**src/rtl/matrix_serializer.sv**
```systemverilog
// Serializes result-matrix rows into byte frames:
// 0xA5 header, length, MSB-first element bytes, then an XOR checksum.
module matrix_serializer #(
   parameter int RESULT_WIDTH = 16,
   parameter int MAX_ROW_SIZE = 32,
   parameter int LEN_W        = $clog2(MAX_ROW_SIZE+1)
) (
   input  logic                                 eth_refclk,
   input  logic                                 rst_n,
   input  logic                                 row_valid,
   output logic                                 row_ready,
   input  logic [MAX_ROW_SIZE*RESULT_WIDTH-1:0] row_data,
   input  logic [LEN_W-1:0]                     row_len,
   input  logic                                 last_row,
   output logic [7:0]                           tx_data,
   output logic                                 tx_valid,
   input  logic                                 tx_ready,
   output logic                                 tx_last,
   output logic                                 complete
);

   localparam int BPE    = RESULT_WIDTH / 8;
   localparam int KW     = (BPE > 1) ? $clog2(BPE) : 1;
   localparam int BCNT_W = $clog2(MAX_ROW_SIZE*BPE + 1);
   localparam int DW     = MAX_ROW_SIZE * RESULT_WIDTH;

   typedef enum logic [2:0] {
      IDLE,
      HDR,
      LEN,
      DATA,
      CSUM
   } state_t;

   state_t              r_state;
   state_t              w_next;
   logic                r_armed;
   logic [DW-1:0]       r_data;
   logic [LEN_W-1:0]    r_len;
   logic                r_last;
   logic [LEN_W-1:0]    r_ecnt;
   logic [KW-1:0]       r_kcnt;
   logic [7:0]          r_csum;
   logic                r_complete;

   logic                w_accept;
   logic                w_beat;
   logic [LEN_W-1:0]    w_eff_len;
   logic [7:0]          w_lenb;
   logic                w_last_k;
   logic                w_last_e;
   logic [BCNT_W-1:0]   w_bidx;
   logic [7:0]          w_elem_byte;

   assign w_accept  = row_valid && r_armed && (r_state == IDLE);
   assign w_beat    = tx_ready && (r_state != IDLE);
   assign w_eff_len = (row_len > LEN_W'(MAX_ROW_SIZE)) ?
                      LEN_W'(MAX_ROW_SIZE) : row_len;
   assign w_lenb    = 8'(r_len);
   assign w_last_k  = (r_kcnt == KW'(BPE-1));
   assign w_last_e  = (r_ecnt == r_len - LEN_W'(1));

   // Byte index into the row: element-major, MSB byte of each element first.
   assign w_bidx = BCNT_W'(r_ecnt) * BCNT_W'(BPE)
                 + BCNT_W'(BPE-1) - BCNT_W'(r_kcnt);
   assign w_elem_byte = r_data[{w_bidx, 3'b000} +: 8];

   assign complete = r_complete;

   always_ff @(posedge eth_refclk or negedge rst_n) begin
      if (!rst_n) r_state <= IDLE;
      else        r_state <= w_next;
   end

   always_comb begin
      w_next    = r_state;
      row_ready = 1'b0;
      tx_valid  = 1'b0;
      tx_data   = 8'h00;
      tx_last   = 1'b0;
      unique case (r_state)
         IDLE: begin
            row_ready = r_armed;
            if (w_accept) w_next = HDR;
         end
         HDR: begin
            tx_valid = 1'b1;
            tx_data  = 8'hA5;
            if (w_beat) w_next = LEN;
         end
         LEN: begin
            tx_valid = 1'b1;
            tx_data  = w_lenb;
            if (w_beat) w_next = (r_len == '0) ? CSUM : DATA;
         end
         DATA: begin
            tx_valid = 1'b1;
            tx_data  = w_elem_byte;
            if (w_beat && w_last_k && w_last_e) w_next = CSUM;
         end
         CSUM: begin
            tx_valid = 1'b1;
            tx_data  = r_csum;
            tx_last  = 1'b1;
            if (w_beat) w_next = IDLE;
         end
         default: w_next = IDLE;
      endcase
   end

   // r_armed holds row_ready low until the first edge after reset release.
   always_ff @(posedge eth_refclk or negedge rst_n) begin
      if (!rst_n) begin
         r_armed    <= 1'b0;
         r_data     <= '0;
         r_len      <= '0;
         r_last     <= 1'b0;
         r_ecnt     <= '0;
         r_kcnt     <= '0;
         r_csum     <= 8'h00;
         r_complete <= 1'b0;
      end else begin
         r_armed    <= 1'b1;
         r_complete <= (r_state == CSUM) && w_beat && r_last;
         if (w_accept) begin
            r_data <= row_data;
            r_len  <= w_eff_len;
            r_last <= last_row;
            r_ecnt <= '0;
            r_kcnt <= '0;
            r_csum <= 8'h00;
         end else if (w_beat) begin
            case (r_state)
               LEN:  r_csum <= w_lenb;
               DATA: begin
                  r_csum <= r_csum ^ w_elem_byte;
                  if (w_last_k) begin
                     r_kcnt <= '0;
                     r_ecnt <= r_ecnt + 1'b1;
                  end else begin
                     r_kcnt <= r_kcnt + 1'b1;
                  end
               end
               default: ;
            endcase
         end
      end
   end

endmodule
```
**config.mk**
```make
export PLATFORM = sky130hd
export DESIGN_NAME = matrix_serializer
export DESIGN_NICKNAME = d
export VERILOG_FILES = /design/src/rtl/matrix_serializer.sv
export SDC_FILE = /design/constraint.sdc
export NUM_CORES = 1
export LEC_CHECK = 0
export BUFFER_PORTS_ARGS = -buffer_cell sky130_fd_sc_hd__buf_4
export CAP_MARGIN = 20
export CORE_AREA = 5 5 230 232
export DETAILED_ROUTE_END_ITERATION = 6
export DIE_AREA = 0 0 235 237
export PLACE_DENSITY = 0.78
export SETUP_SLACK_MARGIN = 0.3
export SYNTH_ARGS = -nofsm -noshare
export SYNTH_HDL_FRONTEND = slang
export SYNTH_SLANG_ARGS = --single-unit
export TNS_END_PERCENT = 50
```
**constraint.sdc**
```tcl
create_clock -name eth_refclk -period 3.2 [get_ports eth_refclk]
set_input_delay 0.16 -clock eth_refclk [delete_from_list [all_inputs] [get_ports eth_refclk]]
set_output_delay 0.16 -clock eth_refclk [all_outputs]
set_load 0.005 [all_outputs]
```
==> results of run 1 <==
==> flip-flops by register name (all words and copies together) (netlist names) <==
register  cells
complete      1
r_armed       1
r_csum        8
r_data      512
r_ecnt        6
r_kcnt        1
r_last        1
r_len         6
r_state       3
==> timing repair <==
item,4_1_cts,5_1_grt
hold endpoints to repair,607,0
hold buffers,524,0
setup buffers,46,21
pin swaps,30,19
endpoints found under the setup margin,15,11
gates cloned,7,2
resized for setup,83,28
==> layer usage <==
metal | routed length (um) | part of all wire
met5 | 0 | 0
met3 | 10420 | 0.095
met4 | 8193 | 0.075
met2 | 52950 | 0.48
met1 | 37970 | 0.35
==> placed cells by master (no fill, tap or decap), drive strengths merged, types with 5 or more instances in the layout <==
cell type and instances:
a21o 5, nand2 1582, o22ai 23, a32oi 6, a211oi 9, nor2 29
a22oi 32, dlygate4sd3 524, buf 684, a31oi 8, nor3 5, xnor2 11
clkbuf 78, clkinvlp 5, o21ai 11, o221ai 6, and2 7, nand3b 6
a21oi 17, inv 13, or3 8, mux2i 56, a211o 5, ha 9
clkinv 12, nand3 26, diode 11, mux4 103, dfrtp 539
==> path summary, 6_finish.rpt <==
check	start	to	slack [ns]	cells after the start
max	r_ecnt[1]$_DFFE_PN0P_	tx_data[2]	-0.23	11
min	rst_n	r_data[99]$_DFFE_PN0P_	0.22	2
max reg2reg	r_state[0]$_DFFE_PN0P_	r_len[3]$_DFFE_PN0P_	0.42	7
min reg2reg	r_data[218]$_DFFE_PN0P_	r_data[218]$_DFFE_PN0P_	0.47	2
max in group asynchronous	rst_n	r_data[493]$_DFFE_PN0P_	1.89	3
min in group eth_refclk	row_data[307]	r_data[307]$_DFFE_PN0P_	0.28	4
==> cell families after synthesis <==
family,Yosys count,share of synthesized area
xor gates and xnor gates,15,0.005256
muxes,160,0.1157
buffers and inverters,182,0.03494
other,1,0.0001500
and+or+nand+nor,1678,0.2578
DFF,539,0.5396
AOI/OAI and AO/OA,146,0.04200
adders and majority gates,9,0.004505
==> power by group <==
part	switching [mW]	internal, mW
Clock	2.87	3.78
Sequential	2.31	9.90
Combinational	8.80	7.70
==> layout make-up <==
| cell class | instances | area (sq um) | share of cell area |
|---|---|---|---|
| Sequential cell | 539 | 13500 | 0.3510 |
| Inverter | 12 | 45.04 | 0.001171 |
| Clock buffer | 76 | 1588 | 0.04129 |
| Timing Repair Buffer | 1211 | 11120 | 0.2892 |
| Multi-Input combinational cell | 2010 | 11100 | 0.2886 |
| Antenna cell | 11 | 27.53 | 0.0007158 |
| Tap cell | 680 | 850.8 | 0.02212 |
| Clock inverter | 22 | 226.5 | 0.005889 |
==> metrics by stage <==
step | setup WS (ns) | cells | power, mW
after floorplan | 0.5717 | 2730 | 19.49
after global placement | 0.02534 | 3852 | 24.02
after detailed placement | -0.01925 | 3852 | 24.46
after CTS | -0.1971 | 4527 | 33.60
after global routing | -0.2925 | 4556 | 36.89
final | -0.2272 | 4561 | 35.37
==> worst max-delay path, delay by kind of cell, from the launching register on <==
| family | cells | cell delay (ns) |
|---|---|---|
| AO/OA/AOI/OAI | 6 | 1.15 |
| buffers and inverters | 3 | 0.48 |
| flip-flops | 1 | 0.40 |
| adder cells (fa/ha/maj) | 1 | 0.32 |
| AND/OR/NAND/NOR | 1 | 0.30 |
==> impl_metrics.ini, run 1 <==
[sta]
fin_ws_ns = -0.2272
finalSetupViolCount = 8
slew_headroom = 0.4238
period_share = 1.071
rsz0062_at_grt = yes
final.setup_skew_ns = 0.01949
fin_crit_ns = 3.427
max_freq_mhz = 291.8
hold_viol_final = 0
drv_slew = 0
worstMarginPinSlew_ns = 0.8644
holdWs_ns = 0.2177
final.setup.tns_ns = -1.089

[setup_path]
crit_required_ns = 3.04
critPathArrivalTime_ns = 3.27
cp_common_cell = a211oi_2
path_cells = inv_2 -> ha_4 -> nand3b_1 -> buf_4 -> o22ai_1 -> a211oi_2 -> a211oi_2 -> a31oi_4 -> a311oi_2 -> a21o_1 -> buf_6
worst_path_max_delay_cell = dfrtp_1
cp-end-kind = primary output
worstSetupStartpointType = flop
path_class = flop to primary output
critPathMaxFanout = 8
critPathMaxStageDelay_ns = 0.40

[routing]
drcViolationCount = 0
routedWlPerCell_um = 24.02
vias_per_cell = 5.749
drt-total-wl_mm = 109.5
ant_nets = 0
first_iter_violations = 2774
via_count = 26219
drtPass1Iterations = 6

[synth]
synth.top_cells.by_count = nand2_1, dfrtp_1, clkbuf_1
syn_nets = 3262
synth.distinct_cells = 62
synth_edf_count = 0
ys_top_cells_by_area = dfrtp_1, nand2_1, mux4_2
postSynthCellCount = 2730
yosysTopAreaCell = dfrtp_1
async_flop_share = 1.000
synth_top_area_frac = 0.5396
yosysMostFrequentCell = nand2_1
synth_area_per_cell_sq_um = 9.155
ys_seq_area_frac = 0.5396
syn_area_sq_um = 24990
ys_ff_latch = 539
yosysWarnings = 0
ys.flop_type = dfrtp_1

[grt]
busiest_layer = met2
use_met2 = 0.6319
use_met1 = 0.4525
gr-total-overflow = 0
grt_pass1_vias = 27714
grt_pass1_wl_mm = 164.7
antenna_found_initial = 6
grt_usage = 0.3809
met3_usage = 0.09515
grt_max_degree = 127

[place]
io_buffers = 534
hpwl_mm = 63.84
post_dp_cell_area_sq_um = 29930
place_congestion = 0.9318

[clocking]
clkLatencyLatePin_ns = 0.62
h-tree-depth = 2
path_clk_slew_ns = 0.06
cts_root_buffer = clkbuf_16
cts_buffer_depth = 3
numCtsBuffers = 56
cts_tree = built
cts_num_sinks = 539

[layout]
areaGrowthSynthToFinish_pct = 53.86
nFillCells = 3033
nets = 4362
postLayoutCellArea_sq_um = 38460
fin_util = 0.7573
final_layout_size_suffix_gt1_frac = 0.2475

[power]
p_per_area_nw_per_um2 = 919.7
p_leak_nw = 19.35
ir_drop_v = 0.0005617

[outcome]
violations = setup timing
run_status = finished, violations left

[floorplanning]
die-area_sq_um = 55700
initial_core_util = 0.4922
design.core.area_sq_um = 50780
fp.dieH_um = 237
rows = 83
io_pins = 535
die_x_um = 235

[worst_hold_path]
min-delay-path-class = input pin to asynchronous set/reset pin

[run]
maxCapViolCount = 0
(Power assumes the default switching activity.)
==> run 2: changes to the inputs <==
--- a/config.mk
+++ b/config.mk
@@ -7,8 +7,9 @@
 export LEC_CHECK = 0
+export ABC_AREA = 1
 export BUFFER_PORTS_ARGS = -buffer_cell sky130_fd_sc_hd__buf_4
 export CAP_MARGIN = 20
-export CORE_AREA = 5 5 230 232
+export CORE_AREA = 5 5 237 239
 export DETAILED_ROUTE_END_ITERATION = 6
-export DIE_AREA = 0 0 235 237
-export PLACE_DENSITY = 0.78
+export DIE_AREA = 0 0 242 244
+export PLACE_DENSITY = 0.77
 export SETUP_SLACK_MARGIN = 0.3
==> constraint.sdc (replaced) <==
create_clock -name eth_refclk -period 3.2 [get_ports eth_refclk]
set_input_delay 0.64 -clock eth_refclk [delete_from_list [all_inputs] [get_ports eth_refclk]]
set_output_delay 0.64 -clock eth_refclk [all_outputs]
set_load 0.005 [all_outputs]
==> impl_metrics.ini, run 2 <==
[outcome]
run_status = finished, violations left
violations = setup timing

[layout]
final_cell_mix = nand2_1, buf_4, dfrtp_1
largest_reg_flops = 512
final_cells = 4934
top_register = r_data
areaGrowthSynthToFinish_pct = 31.23
nets = 4724
final_layout_size_suffix_gt1_frac = 0.2098
final_common_cell = nand2_1
top_regs = r_data: 512 flops, r_csum: 8 flops

[sta]
finalSetupViolCount = 8
drv_slew = 0
final.setup.tns_ns = -3.392
fin_crit_ns = 3.683
fin_ws_ns = -0.4829
period_share = 1.151
hold_viol_final = 0
final.setup_skew_ns = 0.01919
slew_headroom = 0.4900
rsz0062_at_grt = yes
max_freq_mhz = 271.5
worstMarginPinSlew_ns = 0.7591
holdWs_ns = 0.2043

[grt]
antenna_found_initial = 7
gr-total-overflow = 0
grt_max_degree = 180
grt_pass1_vias = 25717
grt_usage = 0.3267
grt_pass1_wl_mm = 150.5

[clocking]
path_clk_slew_ns = 0.06
h-tree-depth = 2
cts_num_sinks = 539
cts_buffer_depth = 3
cts_root_buffer = clkbuf_16
cts_tree = built
numCtsBuffers = 56
clkLatencyLatePin_ns = 0.63

[routing]
vias_per_cell = 5.424
routedWlPerCell_um = 20.78
ant_nets = 0
first_iter_violations = 2925
drcViolationCount = 0
drtPass1Iterations = 6
via_count = 26763
drt-total-wl_mm = 102.5

[power]
p_int_mw = 19.80
ir_drop_v = 0.0004855
clock_power_share = 0.195
p_per_area_nw_per_um2 = 982.7
pwr-share-seq = 0.335
p_sw_mw = 14.57
switching_share = 0.4240
pwr-share-comb = 0.469
p_leak_nw = 18.29

[place]
place_congestion = 0.9340
io_buffers = 534
hpwl_mm = 69.74
pre_cts_slack_ns = 0.05538
dp.cells = 4774

[worst_hold_path]
min-delay-path-class = input pin to flop
hold_path_depth = 3

[synth]
synth_edf_count = 0
ys_ff_latch = 539
ys.flop_type = dfrtp_1
syn_area_sq_um = 26650
yosysWarnings = 0
synth.top_cells.by_count = nand2_1, dfrtp_1, o21ai_0
yosysMostFrequentCell = nand2_1
ys_seq_area_frac = 0.5061
synth.distinct_cells = 37
yosysTopAreaCell = dfrtp_1
postSynthCellCount = 3680
synth_area_per_cell_sq_um = 7.242
synth_top_area_frac = 0.5061
syn_nets = 4212
async_flop_share = 1.000
ys_top_cells_by_area = dfrtp_1, nand2_1, o21ai_0

[setup_path]
worstRegToRegCells = 12
critPathArrivalTime_ns = 3.04
cp-end-kind = primary output
crit_required_ns = 2.56
worstSetupStartpointType = flop
critPathMaxFanout = 13
path_class = flop to primary output

[floorplanning]
rows = 85
die_x_um = 242
initial_core_util = 0.4972
io_pins = 535
design.core.area_sq_um = 53600
fp.dieH_um = 244
die-area_sq_um = 59050

[run]
maxCapViolCount = 0
==> run 2: cell types whose count changed after synthesis, moves of 20 or more <==
| cell | previous run | this run |
|---|---|---|
| nand3_1 | 26 | 224 |
| buf_2 | 42 | 109 |
| nand2_1 | 1582 | 1755 |
| o21ai_0 | 8 | 314 |
| inv_1 | 12 | 273 |
| o22ai_1 | 23 | 3 |
| clkbuf_1 | 107 | 72 |
| mux2i_1 | 56 | 0 |
| mux4_2 | 103 | 0 |
| nor2_1 | 28 | 214 |
| a21oi_1 | 17 | 67 |
| a22oi_1 | 32 | 0 |
==> run 2: final cells by class <==
cell class	instances	area (sq um)
Antenna cell	6	15.01
Clock buffer	87	1730
Clock inverter	11	147.6
Fill cell	4582	18630
Inverter	280	1099
Multi-Input combinational cell	2642	11380
Sequential cell	539	13500
Tap cell	696	870.8
Timing Repair Buffer	671	6223
Timing Repair inverter	2	17.52
==> run 2: stage by stage <==
step / cell area (sq um) / power (mW) / utilization
finish: 34980 / 34.37 / 0.6525
global route: 34970 / 36.52 / 0.6524
CTS: 34410 / 33.29 / 0.6419
detailed placement: 31520 / 25.18 / 0.5881
global placement: 31520 / 24.87 / 0.5881
floorplan: 26650 / 20.00 / -
==> run 2: kinds of logic (layout without fill, tap and decap cells) <==
| family | count (synthesis) | in the layout | share of synthesized area |
|---|---|---|---|
| DFF | 539 | 539 | 0.5061 |
| and+or+nand+nor | 2207 | 2207 | 0.3229 |
| xor gates and xnor gates | 9 | 9 | 0.003944 |
| other | 1 | 7 | 0.0001407 |
| buffers and inverters | 499 | 1051 | 0.08281 |
| adders and majority gates | 9 | 9 | 0.004225 |
| AOI/OAI and AO/OA | 416 | 416 | 0.07990 |
==> run 2: power by group through the flow <==
stage / sequential [mW] / combinational (mW) / clock (mW)
finish: 11.5 / 16.1 / 6.71
global route: 11.8 / 17.7 / 7.04
CTS: 11.4 / 15.1 / 6.74
detailed placement: 11.5 / 13.7 / 0
global placement: 11.4 / 13.5 / 0
floorplan: 11.0 / 9.02 / 0
==> run 2: worst paths after layout <==
path | from | end | slack [ns]
min in group asynchronous | rst_n | r_data[352]$_DFFE_PN0P_ | 0.56
worst max-delay path | r_kcnt$_DFFE_PN0P_ | tx_data[7] | -0.48
max in group asynchronous | rst_n | r_data[43]$_DFFE_PN0P_ | 1.75
worst max register to register | r_kcnt$_DFFE_PN0P_ | r_csum[7]$_DFFE_PN0P_ | 0.77
worst min-delay path | row_data[486] | r_data[486]$_DFFE_PN0P_ | 0.20
worst min register to register | r_data[351]$_DFFE_PN0P_ | r_data[351]$_DFFE_PN0P_ | 0.47
==> run 2: layer usage <==
layer	part of all wire	GRT usage
met5	0.00017	0
met2	0.46	0.5207
met1	0.39	0.4345
met4	0.054	0.1542
met3	0.096	0.06421
==> run 2: worst max-delay path, stage by stage (launching register included) <==
cell	delay, ns
dfrtp_4	0.61
buf_12	0.22
buf_16	0.16
o211ai_1	0.44
a21oi_1	0.16
nor2_1	0.21
nand2_1	0.09
nand3_2	0.07
nand2_2	0.10
nand2_2	0.09
o21bai_1	0.10
buf_4	0.16
==> run 2: repair_timing <==
| item | 4_1_cts | 5_1_grt |
|---|---|---|
| gates cloned | 14 | 13 |
| buffers inserted | 24 | 4 |
| pin swaps | 37 | 41 |
| hold buffers | 1 | 0 |
| hold endpoints to repair | 29 | 0 |
| gates resized for setup | 117 | 56 |
| endpoints found under the setup margin | 8 | 8 |
